<file path="src/rtl/stim_mem_pkg.sv">
// Shared definitions for the stimulus memory responder.
// Holds the FSM state encoding, the default geometry of the word store,
// and the request-to-ack latencies seen by an initiator.
package stim_mem_pkg;

  localparam int DEF_DATA_W  = 24;
  localparam int DEF_ADDR_W  = 3;

  // Cycles from req sampled high in IDLE to the ack pulse
  localparam int RESP_LAT_WR = 1;
  localparam int RESP_LAT_RD = 2;

  typedef enum logic [1:0] {
    ST_IDLE = 2'd0,
    ST_RD   = 2'd1,
    ST_ACK  = 2'd2
  } state_t;

endpackage

</file>
<file path="src/rtl/stim_mem_array.sv">
// Synchronous word store with asynchronous clear.
// Ports:
//   clk, rst_n      - clock and async active-low clear of every word
//   we/waddr/wdata  - single write port, commits on posedge
//   rd_en/raddr     - read request; rd_data is registered and holds the
//                     word for exactly the cycle after rd_en, zero otherwise
module stim_mem_array
  import stim_mem_pkg::*;
#(
  parameter int DATA_W = DEF_DATA_W,
  parameter int ADDR_W = DEF_ADDR_W
) (
  input  logic              clk,
  input  logic              rst_n,
  input  logic              we,
  input  logic [ADDR_W-1:0] waddr,
  input  logic [DATA_W-1:0] wdata,
  input  logic              rd_en,
  input  logic [ADDR_W-1:0] raddr,
  output logic [DATA_W-1:0] rd_data
);

  localparam int DEPTH = 2 ** ADDR_W;

  logic [DATA_W-1:0] mem [DEPTH];

  // Word storage: cleared on reset, one write per cycle
  always_ff @(posedge clk or negedge rst_n) begin
    if (!rst_n) begin
      for (int i = 0; i < DEPTH; i++) begin
        mem[i] <= {DATA_W{1'b0}};
      end
    end else if (we) begin
      mem[waddr] <= wdata;
    end
  end

  // Read register: returns to zero when not reading so the owner can use
  // it directly as a "valid only during ack" data output
  always_ff @(posedge clk or negedge rst_n) begin
    if (!rst_n) begin
      rd_data <= {DATA_W{1'b0}};
    end else if (rd_en) begin
      rd_data <= mem[raddr];
    end else begin
      rd_data <= {DATA_W{1'b0}};
    end
  end

endmodule

</file>
<file path="src/rtl/stim_mem_responder.sv">
// Memory-side responder for a single-word req/ack request interface.
// Ports:
//   clk, rst_n  - clock, async active-low reset
//   req         - request valid, held until ack
//   write       - 1 = write, 0 = read (sampled with req)
//   use_ptr     - address from the internal pointer instead of addr
//   addr        - request address or pointer load value
//   wdata       - write data (sampled with req)
//   ptr_load    - load pointer from addr when idle and req is low
//   ack         - one-cycle completion pulse
//   rdata       - read data, non-zero only during ack of a read
//   wrap        - pulses with ack when a pointer access wraps max -> 0
//   busy        - high whenever the FSM is not idle
module stim_mem_responder
  import stim_mem_pkg::*;
#(
  parameter int DATA_W = DEF_DATA_W,
  parameter int ADDR_W = DEF_ADDR_W
) (
  input  logic              clk,
  input  logic              rst_n,
  input  logic              req,
  input  logic              write,
  input  logic              use_ptr,
  input  logic [ADDR_W-1:0] addr,
  input  logic [DATA_W-1:0] wdata,
  input  logic              ptr_load,
  output logic              ack,
  output logic [DATA_W-1:0] rdata,
  output logic              wrap,
  output logic              busy
);

  localparam logic [ADDR_W-1:0] PTR_MAX = {ADDR_W{1'b1}};

  state_t            state;
  logic [ADDR_W-1:0] ptr;
  logic [ADDR_W-1:0] eff_addr;
  logic              lat_use_ptr;

  logic              mem_we;
  logic [ADDR_W-1:0] req_addr;
  logic              rd_en;

  // Address selection and write strobe for the request being sampled now
  always_comb begin
    req_addr = use_ptr ? ptr : addr;
    if (state == ST_IDLE) begin
      mem_we = req & write;
    end else begin
      mem_we = 1'b0;
    end
    rd_en = (state == ST_RD);
  end

  // Writes commit on the accepting edge, so a read issued right after
  // always sees the new word
  stim_mem_array #(
    .DATA_W (DATA_W),
    .ADDR_W (ADDR_W)
  ) u_array (
    .clk     (clk),
    .rst_n   (rst_n),
    .we      (mem_we),
    .waddr   (req_addr),
    .wdata   (wdata),
    .rd_en   (rd_en),
    .raddr   (eff_addr),
    .rd_data (rdata)
  );

  // Transaction FSM, pointer and registered handshake outputs
  always_ff @(posedge clk or negedge rst_n) begin
    if (!rst_n) begin
      state       <= ST_IDLE;
      ptr         <= {ADDR_W{1'b0}};
      eff_addr    <= {ADDR_W{1'b0}};
      lat_use_ptr <= 1'b0;
      ack         <= 1'b0;
      wrap        <= 1'b0;
      busy        <= 1'b0;
    end else begin
      ack  <= 1'b0;
      wrap <= 1'b0;
      case (state)
        ST_IDLE: begin
          if (req) begin
            eff_addr    <= req_addr;
            lat_use_ptr <= use_ptr;
            busy        <= 1'b1;
            if (write) begin
              state <= ST_ACK;
              ack   <= 1'b1;
              // pointer cannot move before ack, so wrap is known now
              wrap  <= use_ptr & (ptr == PTR_MAX);
            end else begin
              state <= ST_RD;
            end
          end else if (ptr_load) begin
            ptr  <= addr;
            busy <= 1'b0;
          end else begin
            busy <= 1'b0;
          end
        end
        ST_RD: begin
          state <= ST_ACK;
          ack   <= 1'b1;
          wrap  <= lat_use_ptr & (ptr == PTR_MAX);
          busy  <= 1'b1;
        end
        ST_ACK: begin
          if (lat_use_ptr) begin
            ptr <= ptr + {{(ADDR_W-1){1'b0}}, 1'b1};
          end
          state <= ST_IDLE;
          busy  <= 1'b0;
        end
        default: begin
          state <= ST_IDLE;
          busy  <= 1'b0;
        end
      endcase
    end
  end

endmodule

</file>
<file path="config.mk">
export PLATFORM = sky130hd
export DESIGN_NAME = stim_mem_responder
export DESIGN_NICKNAME = d
export VERILOG_FILES = /design/src/rtl/stim_mem_pkg.sv /design/src/rtl/stim_mem_array.sv /design/src/rtl/stim_mem_responder.sv
export SDC_FILE = /design/constraint.sdc
export NUM_CORES = 1
export LEC_CHECK = 0
export CAP_MARGIN = 5
export CORE_MARGIN = 2
export CORE_UTILIZATION = 40
export CTS_CLUSTER_SIZE = 25
export DETAILED_ROUTE_END_ITERATION = 12
export GPL_ROUTABILITY_DRIVEN = 1
export GPL_TIMING_DRIVEN = 0
export PLACE_DENSITY = 0.6
export SYNTH_ARGS = -nofsm -noshare
export SYNTH_HDL_FRONTEND = slang
export SYNTH_SLANG_ARGS = --single-unit
</file>
<file path="constraint.sdc">
create_clock -name clk -period 2.4 [get_ports clk]
set_clock_uncertainty 0.15 [all_clocks]
set_input_delay 0.24 -clock clk [delete_from_list [all_inputs] [get_ports clk]]
set_output_delay 0.24 -clock clk [all_outputs]
set_load 0.05 [all_outputs]
</file>
Yosys cells after proc, flatten, opt, wreduce, memory -nomap -nowiden
Index checks and enable logic that the tools add are counted.
- word-level logic and storage cells: 61
- input port bits: 33
- bits in registers: 228
- muxes and demuxes: 24
- add/subtract/negate cells: 1
- equality and inequality tests: 7
- order comparisons: 3
- reductions and logical operators: 5
- bitwise operators: 5
- operators with widths (cell ; number):
    192-bit bitwise mux ; 1
    24-bit 2-to-1 mux ; 4
    24-bit binary-select mux with 3-bit select ; 1
    24-bit demux with 3-bit select ; 1
    3-bit 2-to-1 mux ; 4
    4-bit greater-or-equal comparator, second input constant ; 2
    2-bit inequality test, second input constant ; 4
    3-bit NOT with 4-bit output ; 2
    1-bit 2-to-1 mux ; 6
    1-bit one-hot mux with 2 select lines ; 3
    3-bit one-hot mux with 2 select lines ; 1
    4-bit by 1-bit less-than comparator with 1-bit output, second input constant ; 1
    2-bit 2-to-1 mux ; 2
    2-bit one-hot mux with 2 select lines ; 1
    4-bit AND reduction ; 1
    3-bit by 1-bit adder with 3-bit output, second input constant ; 1
    1-bit bitwise AND ; 3
    3-bit == test, second input constant ; 1
    2-bit by 1-bit == test with 1-bit output, second input constant ; 1
    2-bit == test, second input constant ; 1
    2-bit zero test ; 1
    2-bit AND reduction ; 1
    2-bit nonzero test ; 1
    1-bit logical AND ; 1

Depth between registers and ports, before layout
- depth in word-level cells: 7
- mapped depth: 6
- gate-level depth less buffers: 4

By module
Synthesis repeated with hierarchy kept, for this count alone.
- cells, all modules: 651
- area total of the unflattened synthesis: 10048.4 um^2
- by module, submodules not included (module ; cells each ; area each (um^2) ; times used):
    stim_mem_array ; 604 ; 9436.6 ; 1
    stim_mem_responder ; 47 ; 611.8 ; 1

Least setup slack after synthesis
OpenSTA, ideal clock, no wires.
- path kind: reg-to-reg
- start: reg eff_addr[0]
- end: reg u_array.rd_data[13]
- setup slack: 402 ps
- data arrival time: 1727 ps
- clock period less this slack: 1998 ps
- path buffers: 3
- stages on the path, launching flop included: 6
- cells stage by stage: dfrtp_1 -> clkbuf_1 -> buf_2 -> buf_2 -> mux4_2 -> a22o_1
- word-level cells in the longest chain between the ends: 5
- ends and longest elaborated chain (item ; line ; source):
    start, declared ; stim_mem_responder.sv:38 ; logic [ADDR_W-1:0] eff_addr;
    start signal, assigned ; stim_mem_responder.sv:77 ; eff_addr <= {ADDR_W{1'b0}};
    start signal, assigned ; stim_mem_responder.sv:88 ; eff_addr <= req_addr;
    3-bit NOT with 4-bit output (implied by the code) ; stim_mem_array.sv:44 ; rd_data <= mem[raddr];
    24-bit binary-select mux with 3-bit select ; stim_mem_array.sv:44 ;
    24-bit 2-to-1 mux (implied by the code) (2 in a row) ; stim_mem_array.sv:44 ;
    24-bit 2-to-1 mux ; stim_mem_array.sv:43 ; end else if (rd_en) begin
    end signal, assigned ; stim_mem_array.sv:42 ; rd_data <= {DATA_W{1'b0}};
    end signal, assigned ; stim_mem_array.sv:44 ;
    end signal, assigned ; stim_mem_array.sv:46 ; rd_data <= {DATA_W{1'b0}};
    end, declared ; stim_mem_array.sv:20 ; output logic [DATA_W-1:0] rd_data
No other way between the ends. The select of a mux whose other input is x is not followed.
A chain may end at the register's enable or synchronous reset.

Final worst setup path
- start: reg state[0]
- end: reg u_array.mem[46] in the netlist's numbering
- word-level cells in the longest chain between the ends: 2
- ends and longest elaborated chain (item ; line ; source):
    start, declared ; stim_mem_responder.sv:36 ; state_t state;
    start signal, assigned ; stim_mem_responder.sv:75 ; state <= ST_IDLE;
    start signal, assigned ; stim_mem_responder.sv:92 ; state <= ST_ACK;
    start signal, assigned ; stim_mem_responder.sv:97 ; state <= ST_RD;
    2-bit zero test ; stim_mem_responder.sv:48 ; if (state == ST_IDLE) begin
    1-bit 2-to-1 mux ; stim_mem_responder.sv:48 ;
    end signal, assigned by index ; stim_mem_array.sv:31 ; mem[i] <= {DATA_W{1'b0}};
    end signal, assigned by index ; stim_mem_array.sv:34 ; mem[waddr] <= wdata;
    end, declared ; stim_mem_array.sv:25 ; logic [DATA_W-1:0] mem [DEPTH];
No other way between the ends.

==> impl_summary.md <==
Outcome
The run finished with clean final reports.

Power and ir drop
The post-layout total power is between 10 and 15 mW. The leakage power total is 5.32 nW. VDD sags by at most 614 uV. The ratio of total power to cell area is around 1200 nW/um^2.

STA
The final number of hold-violating endpoints is 0. At the pin with the least slew margin, the transition time is 883 ps. Setup violations remaining at the end of the flow were counted as 0. The final worst-path setup slack is 119 ps. The worst path in the final design needs a cycle of between 2000 and 2500 ps, including I/O delays and setup. The tightest hold path in the finished design has a slack of 212 ps. For this run, the top clock speed supported by timing is between 400 and 500 MHz. The total count of max-transition violations in the final report came to 0. Setup repair after global routing left no endpoint under its margin. In this run the tightest slew margin relative to its limit is ~41%. Dividing the final minimum period by the clock period gives 95.0%.

Routing
The detailed router placed 5508 vias in this run. For this run, design rule violations remaining after detail routing come to 0. After the first detailed-routing iteration, the DRC count stood at 281. The number of optimization iterations in the first detailed-route pass is 4.

The routed wire length is 22200 um. In the routed layout, each cell is associated on average with a via count of 5.45. The number of nets with antenna violations after routing is 0.

In the final routed layout, each cell accounts on average for approximately 22 um.

Finish
The count of nets after finishing is approximately 710. The relative area change from synthesis to final layout is 19.0%. In the final layout, the share of cells above drive strength 1 is 46.9%. The number of antenna diodes in the final layout is 0. The core utilization of the finished layout is between 40% and 50%. Summing all non-filler instances in the final layout gives an area of roughly 12000 sq um.

Clock tree
The clock passes through at most 3 buffers. The clock net sink count is around 230. The source-to-sink clock delay at the later pin of the worst-skew pair is 530 ps.

Clock-pin slew was measured on the worst setup and hold paths at around 60 ps. Clock tree synthesis inserted a total of 26 buffers. The CTS H-tree depth is 1.

Clock tree synthesis selected as its root buffer the cell sky130_fd_sc_hd__clkbuf_16. The TritonCTS clock tree is done.

Logic synthesis
In this run the cell area of the synthesized design comes to ~10000 sq um. The instance count of the mapped netlist is between 500 and 600. The number of warnings printed during yosys synthesis is 0. The leading cell type by number of instances after synthesis is sky130_fd_sc_hd__dfrtp_1. Sorting the synthesized cells by how often they occur yields sky130_fd_sc_hd__dfrtp_1 (228), sky130_fd_sc_hd__mux2_2 (169), sky130_fd_sc_hd__mux4_2 (48).

Yosys mapped the design onto 34 distinct sky130hd cell types. Counting every net in the synthesized netlist gives 616. Among all flip-flop cells after synthesis, the most frequent one is sky130_fd_sc_hd__dfrtp_1. The fraction of the yosys area taken by sequential cells is 56.9%. The register bit count reported by yosys is between 200 and 250. The top cell type's share of synthesized area is between 50% and 60%. After synthesis, the cell types taking the most area are sky130_fd_sc_hd__dfrtp_1 (57%), sky130_fd_sc_hd__mux2_2 (19%), sky130_fd_sc_hd__mux4_2 (11%). sky130_fd_sc_hd__dfrtp_1 takes more of the synthesized area than any other cell. The number of flops mapped to enable cells by yosys is 0.

In the synthesized netlist the async set-or-reset flop fraction comes to 100%. The mean area per synthesized cell is between 15 and 20 sq um.

Global route
The layer flagged by global routing as most heavily used is met2. The number of antenna violations at the first check in global routing is 0. Global routing consumed, on the met2 layer, 30.6% of the routing resources. The first global-routing pass estimated 35600 um of wire.

The via count of the first global-routing pass was 6218. Entering global routing, the biggest net connects between 100 and 150 pins. The total grt overflow is 0.

For this run, global-route usage on met3 was measured as roughly 2.6%. Global routing used between 20 and 25% of the available met1 tracks. In the global route stage, overall resource usage came out at 17.5%.

Die
The full die area is 26400 sq um. Row generation in the floorplan step produced 57 rows. In this run the standard cell core region covers 24500 sq um.

From left edge to right edge, the die measures around 160 um. 60 I/O pins were placed. From bottom edge to top edge, the die measures 162 um. The starting density of the core is approximately two fifths.

Place
Summing all placed instances gives a cell area of approximately 11000 sq um. Port buffering added 58 buffers. The final weighted congestion in routability-driven placement is 0.774. OpenSTA, run right after detailed placement, puts the worst setup slack at -382 ps.

Summed over all nets, the half-perimeter wirelength after detailed placement is 14000 um.

Worst setup path
Traced cell by cell, the critical path runs through buf_4, nand4bb_1, a211oi_4, buf_4, mux2_2. The worst setup path is of the flop to flop kind. The worst-path maximum fanout is 10. The largest stage delay on the critical path is 440 ps. The most prevalent standard cell on the critical path is sky130_fd_sc_hd__buf_4.

For the worst setup path, the data required time is 2660 ps. The nature of the critical path endpoint is a flop. The endpoint arrival time on the critical path is 2540 ps.

The cell at the slowest stage of the critical path is sky130_fd_sc_hd__a211oi_4. STA classifies the critical path startpoint as a flop.

Worst hold path
The class of the most critical hold timing path is input pin to asynchronous set/reset pin.

Job
Across the run, the number of max-cap violations was 0.
## area by class of cell
class / count / area (sq um)
Inverter: 1 / 3.75
Clock buffer: 38 / 767
Timing Repair Buffer: 62 / 641
Clock inverter: 6 / 80.1
Sequential cell: 228 / 5710
Tap cell: 324 / 405
Multi-Input combinational cell: 315 / 4060
Fill cell: 2060 / 12500
Buffer: 37 / 272
## per-stage QoR
step	instances	setup TNS, ps
2_1_floorplan	581	0
3_3_place_gp	963	-1877010
3_5_place_dp	964	-35400
4_1_cts	1011	0
5_1_grt	1011	0
6_report	1011	0
## critical path: cells and delay by family, from the launching register on
family	cells	cell delay, ps
AND/OR/NAND/NOR	1	350
AO/OA/AOI/OAI	1	440
flip-flops	1	370
buffers and inverters	2	490
multiplexers	1	370
## timing repair
| item | CTS | global route |
|---|---|---|
| resized for setup | 3 | 2 |
| hold endpoints to repair | 103 | 0 |
| hold buffers | 2 | 0 |
| buffers inserted | 1 | 0 |
| gates cloned | 0 | 0 |
| pin swaps | 1 | 0 |
| setup endpoints to repair | 40 | 6 |
## final timing paths
| check | start | end | slack [ps] | cells after the start |
|---|---|---|---|---|
| max | state[0]$_DFFE_PN0P_ | u_array.mem[46]$_DFFE_PN0P_ | 120 | 5 |
| min | rst_n | u_array.rd_data[1]$_DFF_PN0_ | 210 | 2 |
| max reg2reg | state[0]$_DFFE_PN0P_ | u_array.mem[46]$_DFFE_PN0P_ | 120 | 5 |
| min reg2reg | u_array.mem[1]$_DFFE_PN0P_ | u_array.mem[1]$_DFFE_PN0P_ | 340 | 1 |
| max in group asynchronous | rst_n | u_array.mem[6]$_DFFE_PN0P_ | 820 | 3 |
| min in group clk | req | busy$_DFF_PN0_ | 250 | 3 |
## flip-flops by register name, indices dropped and copies added (netlist names)
name / flops
u_array.mem: 192
u_array.rd_data: 24
eff_addr: 3
ptr: 3
state: 2
ack: 1
busy: 1
lat_use_ptr: 1
wrap: 1
## layout by cell type (no fill, tap or decap), types with 3 or more instances in the layout
cell / count
sky130_fd_sc_hd__a21oi_1: 5
sky130_fd_sc_hd__clkbuf_16: 27
sky130_fd_sc_hd__clkbuf_1: 15
sky130_fd_sc_hd__dfrtp_1: 228
sky130_fd_sc_hd__clkbuf_8: 5
sky130_fd_sc_hd__mux2i_1: 4
sky130_fd_sc_hd__clkdlybuf4s50_1: 57
sky130_fd_sc_hd__clkinv_2: 4
sky130_fd_sc_hd__mux4_2: 48
sky130_fd_sc_hd__nor2_1: 7
sky130_fd_sc_hd__buf_6: 12
sky130_fd_sc_hd__buf_2: 5
sky130_fd_sc_hd__o2111ai_2: 4
sky130_fd_sc_hd__a22o_1: 24
sky130_fd_sc_hd__mux2_2: 169
sky130_fd_sc_hd__mux2_1: 9
sky130_fd_sc_hd__mux2_4: 20
sky130_fd_sc_hd__nor3b_1: 3
sky130_fd_sc_hd__buf_4: 9
## logic make-up after synthesis
family | share of synthesized area, %
buffers and inverters | 2.67
and+or+nand+nor | 1.87
adders and majority gates | 0.249
AOI/OAI and AO/OA | 3.95
DFF | 56.9
muxes | 34.4
## routing by layer
metal	part of all wire [%]	vias to the layer above
li1	-	2379
met1	43	2981
met2	51	103
met3	3.6	45
met4	2.5	0
met5	0	-
## power by group
part           total [mW]  internal (mW)  switching (mW)
Combinational        3.85           2.35            1.50
Clock                3.92           2.40            1.52
Sequential           6.14           5.35           0.784
No activity file was read; power rests on OpenSTA's default activity.
